### config.mk
export PLATFORM = sky130hd
export DESIGN_NAME = fetch_pc
export DESIGN_NICKNAME = d
export VERILOG_FILES = /design/src/rtl/fetch_pc_pkg.sv /design/src/rtl/fetch_npc_mux.sv /design/src/rtl/fetch_pc.sv
export SDC_FILE = /design/constraint.sdc
export NUM_CORES = 1
export LEC_CHECK = 0
export ABC_AREA = 1
export BUFFER_PORTS_ARGS = -buffer_cell sky130_fd_sc_hd__buf_2
export CAP_MARGIN = 5
export CORE_MARGIN = 3
export CORE_UTILIZATION = 52
export CTS_CLUSTER_DIAMETER = 80
export DETAILED_ROUTE_END_ITERATION = 12
export PLACE_DENSITY = 0.82
export SYNTH_ARGS = -nofsm -noshare
export SYNTH_HDL_FRONTEND = slang
export SYNTH_SLANG_ARGS = --single-unit
### constraint.sdc
create_clock -name clk -period 2.77 [get_ports clk]
set_input_delay 0 -clock clk [delete_from_list [all_inputs] [get_ports clk]]
set_output_delay 0 -clock clk [all_outputs]
set_load 0.05 [all_outputs]
### src/rtl/fetch_pc_pkg.sv
// fetch_pc_pkg: FSM states, next-PC select encodings and default reset PC
package fetch_pc_pkg;
    localparam logic [31:0] DEFAULT_RESET_PC = 32'h4000_0000;

    typedef enum logic [1:0] {
        ST_RESET = 2'd0,
        ST_BOOT  = 2'd1,
        ST_RUN   = 2'd2
    } state_e;

    typedef enum logic [2:0] {
        NPC_RESET = 3'd0,
        NPC_EX    = 3'd1,
        NPC_HOLD  = 3'd2,
        NPC_DEC   = 3'd3,
        NPC_SEQ   = 3'd4
    } npc_sel_e;
endpackage

### src/rtl/fetch_npc_mux.sv
// fetch_npc_mux: priority select of the next fetch address and its source
module fetch_npc_mux
    import fetch_pc_pkg::*;
(
    input  logic        run,
    input  logic        stall,
    input  logic        ex_redirect,
    input  logic [31:0] ex_redirect_pc,
    input  logic        dec_target_taken,
    input  logic [31:0] dec_target,
    input  logic [31:0] pc,
    input  logic [31:0] reset_pc,
    output logic [31:0] npc,
    output npc_sel_e    sel
);
    // Redirect targets are word-aligned by dropping bits [1:0]
    always_comb begin
        sel = !run ? NPC_RESET : ex_redirect ? NPC_EX : stall ? NPC_HOLD :
              dec_target_taken ? NPC_DEC : NPC_SEQ;
        npc = sel == NPC_RESET ? reset_pc :
              sel == NPC_EX    ? {ex_redirect_pc[31:2], 2'b00} :
              sel == NPC_HOLD  ? pc :
              sel == NPC_DEC   ? {dec_target[31:2], 2'b00} : pc + 32'd4;
    end
endmodule

### src/rtl/fetch_pc.sv
// fetch_pc: fetch-stage PC register, boot FSM, valid tagging and redirect stats
module fetch_pc
    import fetch_pc_pkg::*;
#(
    parameter logic [31:0] RESET_PC = DEFAULT_RESET_PC
) (
    input  logic        clk,
    input  logic        rst,
    input  logic        stall,
    input  logic [31:0] dec_target,
    input  logic        dec_target_taken,
    input  logic        ex_redirect,
    input  logic [31:0] ex_redirect_pc,
    output logic [31:0] imem_addr,
    output logic [31:0] if_pc,
    output logic        if_valid,
    output logic        misaligned,
    output logic [31:0] n_dec_redirect,
    output logic [31:0] n_ex_redirect
);
    state_e      state_q, state_d;
    logic [31:0] pc_q, pc_d, npc;
    logic [31:0] nd_q, nd_d, ne_q, ne_d;
    logic        mis_q, mis_d;
    npc_sel_e    sel;

    fetch_npc_mux u_mux (
        .run             (state_q == ST_RUN && !rst),
        .stall           (stall),
        .ex_redirect     (ex_redirect),
        .ex_redirect_pc  (ex_redirect_pc),
        .dec_target_taken(dec_target_taken),
        .dec_target      (dec_target),
        .pc              (pc_q),
        .reset_pc        (RESET_PC),
        .npc             (npc),
        .sel             (sel)
    );

    // RESET while rst is high, one BOOT cycle, then RUN
    always_comb state_d = rst ? ST_RESET : state_q == ST_RESET ? ST_BOOT : ST_RUN;

    // PC follows next-PC every cycle; flags and counters track accepted redirects
    always_comb begin
        pc_d  = npc;
        mis_d = mis_q | (sel == NPC_EX && ex_redirect_pc[1:0] != 2'b00)
                      | (sel == NPC_DEC && dec_target[1:0] != 2'b00);
        nd_d  = nd_q + {31'd0, sel == NPC_DEC};
        ne_d  = ne_q + {31'd0, sel == NPC_EX};
    end

    // State register and datapath flops
    always_ff @(posedge clk) begin
        if (rst) begin
            state_q <= ST_RESET;
            pc_q    <= RESET_PC;
            mis_q   <= 1'b0;
            nd_q    <= 32'd0;
            ne_q    <= 32'd0;
        end else begin
            state_q <= state_d;
            pc_q    <= pc_d;
            mis_q   <= mis_d;
            nd_q    <= nd_d;
            ne_q    <= ne_d;
        end
    end

    // An execute redirect kills the wrong-path instruction in decode
    always_comb begin
        if_valid       = state_q == ST_RUN && !ex_redirect;
        imem_addr      = npc;
        if_pc          = pc_q;
        misaligned     = mis_q;
        n_dec_redirect = nd_q;
        n_ex_redirect  = ne_q;
    end
endmodule
Word level (Yosys, flattened, before mapping)
Index checks and enable logic that the tools add are counted.
{"block": "classes", "add_sub_neg": 3, "eq_ne": 4, "muxes": 9, "bitwise": 2, "reduce_logical": 10}
{"operator": "32-bit 2-to-1 mux", "n": 4}
{"operator": "32-bit by 1-bit adder with 32-bit output", "n": 2}
{"operator": "32-bit by 3-bit adder with 32-bit output, second input constant", "n": 1}
{"operator": "3-bit 2-to-1 mux", "n": 4}
{"operator": "3-bit by 2-bit == test with 1-bit output, second input constant", "n": 2}
{"operator": "1-bit logical AND", "n": 4}
{"operator": "2-bit nonzero test", "n": 2}
{"operator": "3-bit by 1-bit == test with 1-bit output, second input constant", "n": 1}
{"operator": "3-bit logical NOT", "n": 1}
{"operator": "2-bit == test, second input constant", "n": 1}
{"operator": "1-bit logical NOT", "n": 2}
{"operator": "2-bit logical NOT", "n": 1}
{"operator": "2-bit 2-to-1 mux", "n": 1}
{"operator": "1-bit OR", "n": 2}
{"block": "word_totals", "ff_bits": 99, "out_inout_bits": 130, "elab_cells": 33}

Logic depth before layout (Yosys ltp)
Gate-level depths: netlist of run 1.
{"block": "depth", "depth_word": 9, "depth_mapped": 18}

Cells and area by module
From an unflattened synthesis of run 1, not the netlist that was laid out.
{"block": "hier_totals", "cells_unflattened": 1164, "area_unflattened_um2": 6795.3}
{"mod": "fetch_pc", "n_inst": 1, "cells_per_inst": 624, "area_per_inst_um2": 4430.5, "seq_area_each_um2": 1981.9}
{"mod": "fetch_npc_mux", "n_inst": 1, "cells_per_inst": 540, "area_per_inst_um2": 2364.8, "seq_area_each_um2": 0.0}

Worst setup path before layout of run 1
OpenSTA, ideal clock, no wires.
{"block": "synth_path", "path_kind": "reg-to-output", "startpoint": "reg pc_q[3], in the netlist if_pc[3]", "endpoint": "out imem_addr[18]", "arrival_time_ns": 2.768, "slack_ns": 0.002, "stages_incl_launch_ff": 8, "n_path_buf": 0, "cell_sequence": "dfxtp_1 -> ha_1 -> nand2_1 -> nor3_4 -> nand3_2 -> o21ai_0 -> a21oi_1 -> o21ai_0"}
{"block": "synth_between", "elab_chain_len": 5}
{"item": "start, declared", "line_no": "fetch_pc.sv:22", "source": "logic [31:0] pc_q, pc_d, npc;"}
{"item": "start signal, assigned", "line_no": "fetch_pc.sv:62", "source": "pc_q <= pc_d;"}
{"item": "32-bit by 3-bit adder with 32-bit output", "line_no": "fetch_npc_mux.sv:23", "source": "sel == NPC_DEC ? {dec_target[31:2], 2'b00} : pc + 32'd4;"}
{"item": "32-bit 2-to-1 mux", "line_no": "fetch_npc_mux.sv:23"}
{"item": "32-bit 2-to-1 mux", "line_no": "fetch_npc_mux.sv:22", "source": "sel == NPC_HOLD ? pc :"}
{"item": "32-bit 2-to-1 mux", "line_no": "fetch_npc_mux.sv:21", "source": "sel == NPC_EX ? {ex_redirect_pc[31:2], 2'b00} :"}
{"item": "32-bit 2-to-1 mux", "line_no": "fetch_npc_mux.sv:20", "source": "npc = sel == NPC_RESET ? reset_pc :"}
{"item": "end, declared", "line_no": "fetch_pc.sv:14", "source": "output logic [31:0] imem_addr,"}
No other way between the ends.

Worst setup path after layout of run 1
{"block": "layout_path", "startpoint": "reg state_q[1]", "endpoint": "reg mis_q, in the netlist misaligned"}
{"block": "layout_between", "elab_chain_len": 7, "word_cells_on_any_way": 9}
{"item": "start, declared", "line_no": "fetch_pc.sv:21", "source": "state_e state_q, state_d;"}
{"item": "start signal, assigned", "line_no": "fetch_pc.sv:61", "source": "state_q <= state_d;"}
{"item": "2-bit == test *", "line_no": "fetch_pc.sv:28", "source": ".run (state_q == ST_RUN && !rst),"}
{"item": "1-bit logical AND *", "line_no": "fetch_pc.sv:28"}
{"item": "3-bit 2-to-1 mux *", "line_no": "fetch_npc_mux.sv:18", "source": "sel = !run ? NPC_RESET : ex_redirect ? NPC_EX : stall ? NPC_HOLD :"}
{"item": "3-bit by 1-bit == test with 1-bit output", "line_no": "fetch_pc.sv:46", "source": "mis_d = mis_q | (sel == NPC_EX && ex_redirect_pc[1:0] != 2'b00)"}
{"item": "1-bit logical AND", "line_no": "fetch_pc.sv:46"}
{"item": "1-bit OR", "line_no": "fetch_pc.sv:46"}
{"item": "1-bit OR *", "line_no": "fetch_pc.sv:47", "source": "| (sel == NPC_DEC && dec_target[1:0] != 2'b00);"}
{"item": "end signal, assigned", "line_no": "fetch_pc.sv:63", "source": "mis_q <= mis_d;"}
{"item": "end, declared", "line_no": "fetch_pc.sv:24", "source": "logic mis_q, mis_d;"}
Mark *: on every way between the ends. The rest lies on a longest branch, timed or not.
A chain may end at the register's enable or synchronous reset.

==> results of run 1 <==
## layout by cell type, fill, tap and decap left out, drive strengths merged, types with 19 or more instances in the layout
cell and n:
o21ai 59, nand2 289, nor3 39, inv 119, a21oi 64, buf 204
nor2 144, dfxtp 99, nand4 19, nand3 59, dlygate4sd3 38
## cell families (layout without fill, tap and decap cells)
| kind of cell | count (synthesis) | in the layout | synth area share (%) |
|---|---|---|---|
| AO/OA/AOI/OAI | 146 | 146 | 12.86 |
| XOR/XNOR | 14 | 14 | 1.994 |
| adder cells (fa/ha/maj) | 6 | 6 | 1.221 |
| buffers and inverters | 139 | 376 | 9.623 |
| flip-flops | 99 | 99 | 32.23 |
| AND/OR/NAND/NOR | 578 | 578 | 42.08 |
## critical path: stages (launching register included)
cell and delay [ps]:
dfxtp_1 360, inv_2 70, nor2_4 120, nand2_4 80, nor2_8 210, nand2_4 70, inv_2 70, buf_4 200
o21ai_0 100, dlygate4sd3_1 570, a31oi_1 120, dlygate4sd3_1 550
## sequential cells by signal, indices dropped and copies added, names as in the netlist
name / cells
n_dec_redirect: 32
misaligned: 1
state_q: 2
if_pc: 32
n_ex_redirect: 32
## power groups by stage
stage | clock [W] | combinational (W) | sequential (W)
after global routing | 0.00130 | 0.000329 | 0.00145
after CTS | 0.00124 | 0.000301 | 0.00145
after detailed placement | 0 | 0.000263 | 0.00148
final | 0.00124 | 0.000306 | 0.00145
after global placement | 0 | 0.000262 | 0.00148
after floorplan | 0 | 0.000139 | 0.00151
## final timing paths
path / depth (start not counted) / endpoint / slack, ps / start
hold / removal: 2 / state_q[0] / -1 / rst
hold reg to reg: 1 / state_q[0] / 460 / state_q[1]
setup / recovery: 11 / misaligned / 190 / state_q[1]
setup reg to reg: 11 / misaligned / 190 / state_q[1]
## metrics by stage
stage / worst slack, ps / hold WS, ps / utilization [%] / power, W / instances
floorplan: 2.452 / 126.0 / - / 0.001652 / 982
global placement: 438.6 / 217.2 / 62.96 / 0.001746 / 1309
detailed placement: 349.5 / 217.8 / 62.96 / 0.001748 / 1309
CTS: 201.6 / 3.518 / 68.69 / 0.002996 / 1362
global route: 0.6366 / 33.73 / 68.71 / 0.003082 / 1362
finish: 185.8 / -1.384 / 68.71 / 0.002999 / 1362
## cell type report
class	count	area [µm²]
clock buffers	12	236.5
clock inverters	3	40.04
fillers	991	3588
inverters	119	446.7
multi-input cells	744	3578
flip-flops and latches	99	1982
well taps	143	178.9
repair buffers	242	1416
## routing by layer
layer,share of wire (%),vias up,wire length [µm]
met5,0,-,0
met4,3.2,0,638
met3,8.5,48,1713
met2,47,356,9504
met1,41,3240,8309
li1,-,3649,-
## timing repair
| item | CTS | global route |
|---|---|---|
| resized for setup | 0 | 1 |
| hold endpoints to repair | 30 | 0 |
| setup endpoints to repair | 0 | 1 |
| hold buffers | 38 | 0 |
==> impl_metrics.toml, run 1 <==
[sta]
slew_headroom_pct = 46.67
fin_setup_tns_ps = 0
min_period_ps = 2584
hold_violations = 1
hold_slack_ps = -1.384
period_share_pct = 93.29
final_max_slew_viol_count = 0
worst_slew_pin_slew_ps = 794.6
setup-violations-final = 0
fin_skew_ps = 5.761
rsz0062_at_grt = "no"
timing.fmax_mhz = 387.0

[detailed_routing]
totalWireLength_um = 20170
drt_iter0_drc = 700
wl_per_cell_um = 14.81
drc = 0
route.vias.total = 7293
dr.pass1.iters = 5
vias_per_cell = 5.355
ant_nets = 0

[synthesis]
synth.most_common_cell = "nand2_1"
synth_edf_count = 0
synthArstFlopShare_pct = 0
netlist.area_leader.share_pct = 32.23
ys.flop_type = "dfxtp_1"
synth_cell_types = 42
synth_common_cells = "nand2_1 (283), nor2_1 (133), inv_1 (111), dfxtp_1 (99), a21oi_1 (64)"
yosys_warnings = 0
synthesis.area_um2 = 6150
syn-num-nets = 1057
synth-seq-cells = 99
synth_area_leaders = "dfxtp_1 (32%), nand2_1 (17%), nor2_1 (8.1%), inv_1 (6.8%), a21oi_1 (5.2%)"
syn_avg_cell_area_um2 = 6.262
syn_inst = 982
yosysSeqAreaShare_pct = 32.23
yosysTopAreaCell = "dfxtp_1"

[placed_design]
place_area_um2 = 7219
hpwl_um = 15110
portBuffers = 198
gp_congestion = 0.9696

[cts]
clk_pin_slew_ps = 60
cts_root_buffer = "clkbuf_16"
cts_tree = "done"
cts_sinks = 99
cts_setup_buffers = 0
clk_path_buf_depth = 2
htree_levels = 3
insertion_delay_ps = 350
cts_buffers = 9

[global_routing]
grt_pass1_vias = 6846
busiest_layer = "met2"
use_met1_pct = 38.15
use_met3_pct = 5.105
grt_antenna_before_repair = 1
track_usage_pct = 30.52
grt-ovfl-total = 0
grt_pass1_wl_um = 32510
grt_start_max_net_pins = 48
grt_use_met2_pct = 52.43

[power]
combPwrFrac_pct = 10.2
clockPowerShare_pct = 41.4
seq_power_share_pct = 48.4
p_int_w = 0.002241
p_sw_share_pct = 25.27
powerDensity_nw_per_um2 = 380.6
p_leak_nw = 3.757
p_sw_w = 0.0007577
vdd_ir_drop_max_mv = 0.3653

[final_layout]
nets = 1290
area_growth_pct = 28.12
n_antenna_cell = 0
drive_gt1_share_pct = 21.49
finalInstanceArea_um2 = 7879

[worst_setup_path]
required_ps = 3070
worst-setup-path-type = "reg2reg"
critPathLaunchType = "flip-flop"
critPathMaxFanout = 12
worst_ep_arrival_time_ps = 2880
end_kind = "flip-flop"

[floorplan]
core_area_um2 = 11470
die-height_um = 114.8
rows = 39
die_area_um2 = 13170
initial_core_util_pct = 53.63
dieWidth_um = 114.8
ios = 199

[outcome]
status = "finished with violations"
violations = "negative hold slack"

[job]
maxCapViolations = 0

[worst_hold_path]
hp-class = "in2reg"
(Power assumes the default switching activity.)
==> inputs of run 2 (changes only) <==
ABC_AREA = default   (was 1)
CORE_UTILIZATION = 50   (was 52)
PLACE_DENSITY = 0.81   (was 0.82)
==> run 2 against run 1 <==
Net effect:
- the flow now finishes without violations
- fmax down 1.6%
- sequential share of layout area up 2.3 points
- setup slack worse by 43 ps
- total power down 5.4%
- design area down 8.3%
- register-to-register slack better by 50 ps
- first-iteration DRC count down 40%
- wire length down 13%
- critical path depth down 5
==> impl_metrics.toml, run 2 <==
[floorplan]
core_area_um2 = 10370
die-height_um = 109.5
die_area_um2 = 11980
initial_core_util_pct = 51.62
dieWidth_um = 109.5
ios = 199
rows = 37

[sta]
final_max_slew_viol_count = 0
timing.fmax_mhz = 380.7
period_share_pct = 94.84
hold_violations = 0
slew_headroom_pct = 46.99
min_period_ps = 2627
fin_setup_tns_ps = 0
setup-violations-final = 0
worst_slew_pin_slew_ps = 793.5
fin_skew_ps = 10.23
hold_slack_ps = 8.839
rsz0062_at_grt = "no"

[synthesis]
synth_cell_types = 60
synth_area_leaders = "dfxtp_1 (37%), nor2_1 (6.3%), xor2_1 (5.4%), xnor2_1 (3.9%), nand2_1 (3.2%)"
synthArstFlopShare_pct = 0
synthMuxAreaShare_pct = 1.893
synth_top_family_by_area = "simple AND/OR/NAND/NOR gates"
synthXorXnorAreaFrac_pct = 9.327
yosys_warnings = 0
synth_fa_ha_area_share_pct = 1.403
syn_avg_cell_area_um2 = 8.122
netlist.area_leader.share_pct = 37.03
syn-num-nets = 734
synthesis.area_um2 = 5353
yosysTopAreaCell = "dfxtp_1"
synth_common_cells = "dfxtp_1 (99), nor2_1 (90), nand2_1 (46), o21ai_0 (34)"
syn_inst = 659
synth.most_common_cell = "dfxtp_1"
synth_compound_area_share_pct = 17.81
synth-seq-cells = 99
ys.flop_type = "dfxtp_1"
yosysSeqAreaShare_pct = 37.03
synth_edf_count = 0
synth-simple-area-share_pct = 28.71

[placed_design]
hpwl_um = 12770
portBuffers = 198
post-place-cells = 981
gp_congestion = 0.8948

[power]
p_sw_w = 0.0008051
combPwrFrac_pct = 13.7
seq_power_share_pct = 51.6
p_sw_share_pct = 28.38
powerDensity_nw_per_um2 = 392.7
clockPowerShare_pct = 34.7
p_leak_nw = 3.144
vdd_ir_drop_max_mv = 0.1966
p_int_w = 0.002032

[detailed_routing]
route.vias.total = 6049
dr.pass1.iters = 6
vias_per_cell = 5.811
drt_iter0_drc = 418
drc = 0
wl_per_cell_um = 16.79
ant_nets = 0
totalWireLength_um = 17480

[global_routing]
grt_start_max_net_pins = 56
grt-ovfl-total = 0
grt_antenna_before_repair = 0
grt_pass1_wl_um = 27490
grt_pass1_vias = 5844
track_usage_pct = 28.71

[outcome]
status = "finished clean"

[cts]
insertion_delay_ps = 370
cts_buffers = 9
htree_levels = 3
clk_path_buf_depth = 2
cts_tree = "done"
cts_sinks = 99
cts_root_buffer = "clkbuf_8"
clk_pin_slew_ps = 100

[job]
maxCapViolations = 0

[worst_hold_path]
hold-path-cell-count = 3
worstHoldStart = "ex_redirect_pc[16]"
min_to = "if_pc[16]"
hp-class = "in2reg"

[final_layout]
stdcell_count = 1041
nets = 974
postLayoutCoreUtil_pct = 69.67
final_common_cell = "buf_2"
area_growth_pct = 34.97
drive_gt1_share_pct = 28.98
mostFrequentLayoutCells = "buf_2 (198), dfxtp_1 (99), nor2_1 (87)"

[worst_setup_path]
worst_ep_arrival_time_ps = 2630
reg2regPathDepth = 9
critPathMaxFanout = 7
reg2reg_to = "if_pc[18]"
timing.rr.start = "if_pc[2]"
worst-setup-path-type = "reg2out"
critPathSlowestCell = "or4_4"
slowest_delay_ps = 530
crit_chain = "nand4_2, or3_4, or4_4, a32oi_2, o31ai_2, buf_2"
end_kind = "primary output"
required_ps = 2770
critPathLaunchType = "flip-flop"
ff2ff_setup_slack_ps = 240
[run 2: worst max-delay path by stage]
stage | to | startpoint | cells after the start | slack, ps
after global routing | n_ex_redirect[30] | state_q[0] | 10 | 20
after CTS | imem_addr[20] | if_pc[2] | 8 | 20
after floorplan | n_ex_redirect[20] | state_q[0] | 12 | 4
after detailed placement | n_dec_redirect[16] | state_q[1] | 10 | 350
after global placement | n_dec_redirect[16] | state_q[1] | 10 | 380
final | imem_addr[23] | if_pc[10] | 6 | 140
[run 2: critical path, delay by kind of cell, from the launching register on]
kind	cells	cell delay, ps
AOI/OAI and AO/OA	2	370
DFF	1	450
and+or+nand+nor	3	1210
buffers and inverters	1	230
[run 2: metrics by stage]
step | total power (W) | instance area, µm² | setup slack (ps)
6_report | 0.002837 | 7224 | 143.1
5_1_grt | 0.002935 | 7222 | 15.68
4_1_cts | 0.002850 | 7184 | 18.55
3_5_place_dp | 0.001840 | 6564 | 346.7
3_3_place_gp | 0.001835 | 6564 | 382.6
2_1_floorplan | 0.001714 | 5368 | 3.555
[run 2: final cells by class]
class | count | area, µm²
diodes | 1 | 2.502
clock buffers | 10 | 137.6
clock inverters | 6 | 72.57
fillers | 866 | 3146
inverters | 17 | 63.81
multi-input cells | 509 | 3214
flip-flops and latches | 99 | 1982
well taps | 136 | 170.2
repair buffers | 263 | 1582
[run 2: cells by family after synthesis]
family / Yosys count
simple gates: 296
compound gates: 140
flops: 99
xor+xnor: 57
buf+inv: 51
mux: 10
fa+ha+maj: 6
[run 2: power groups by stage]
stage | clock network, W | logic [W] | registers [W]
final | 0.000983 | 0.000389 | 0.00146
after global routing | 0.00105 | 0.000416 | 0.00147
after CTS | 0.00100 | 0.000384 | 0.00146
after detailed placement | 0 | 0.000344 | 0.00150
after global placement | 0 | 0.000339 | 0.00150
after floorplan | 0 | 0.000174 | 0.00154
[run 2: routing by layer]
layer / share of wire, % / global-route usage, % / up-vias
met5: 0 / 0 / -
met4: 3.1 / 13.36 / 0
met3: 7.9 / 6.048 / 50
met2: 50 / 50.70 / 291
met1: 39 / 33.02 / 2798
li1: - / - / 2910
[run 2: repair_timing]
action | 4_1_cts | 5_1_grt
setup endpoints to repair | 0 | 11
endpoints found under the hold margin | 30 | 0
hold buffers | 41 | 0
gates resized for setup | 0 | 5
setup buffers | 0 | 2
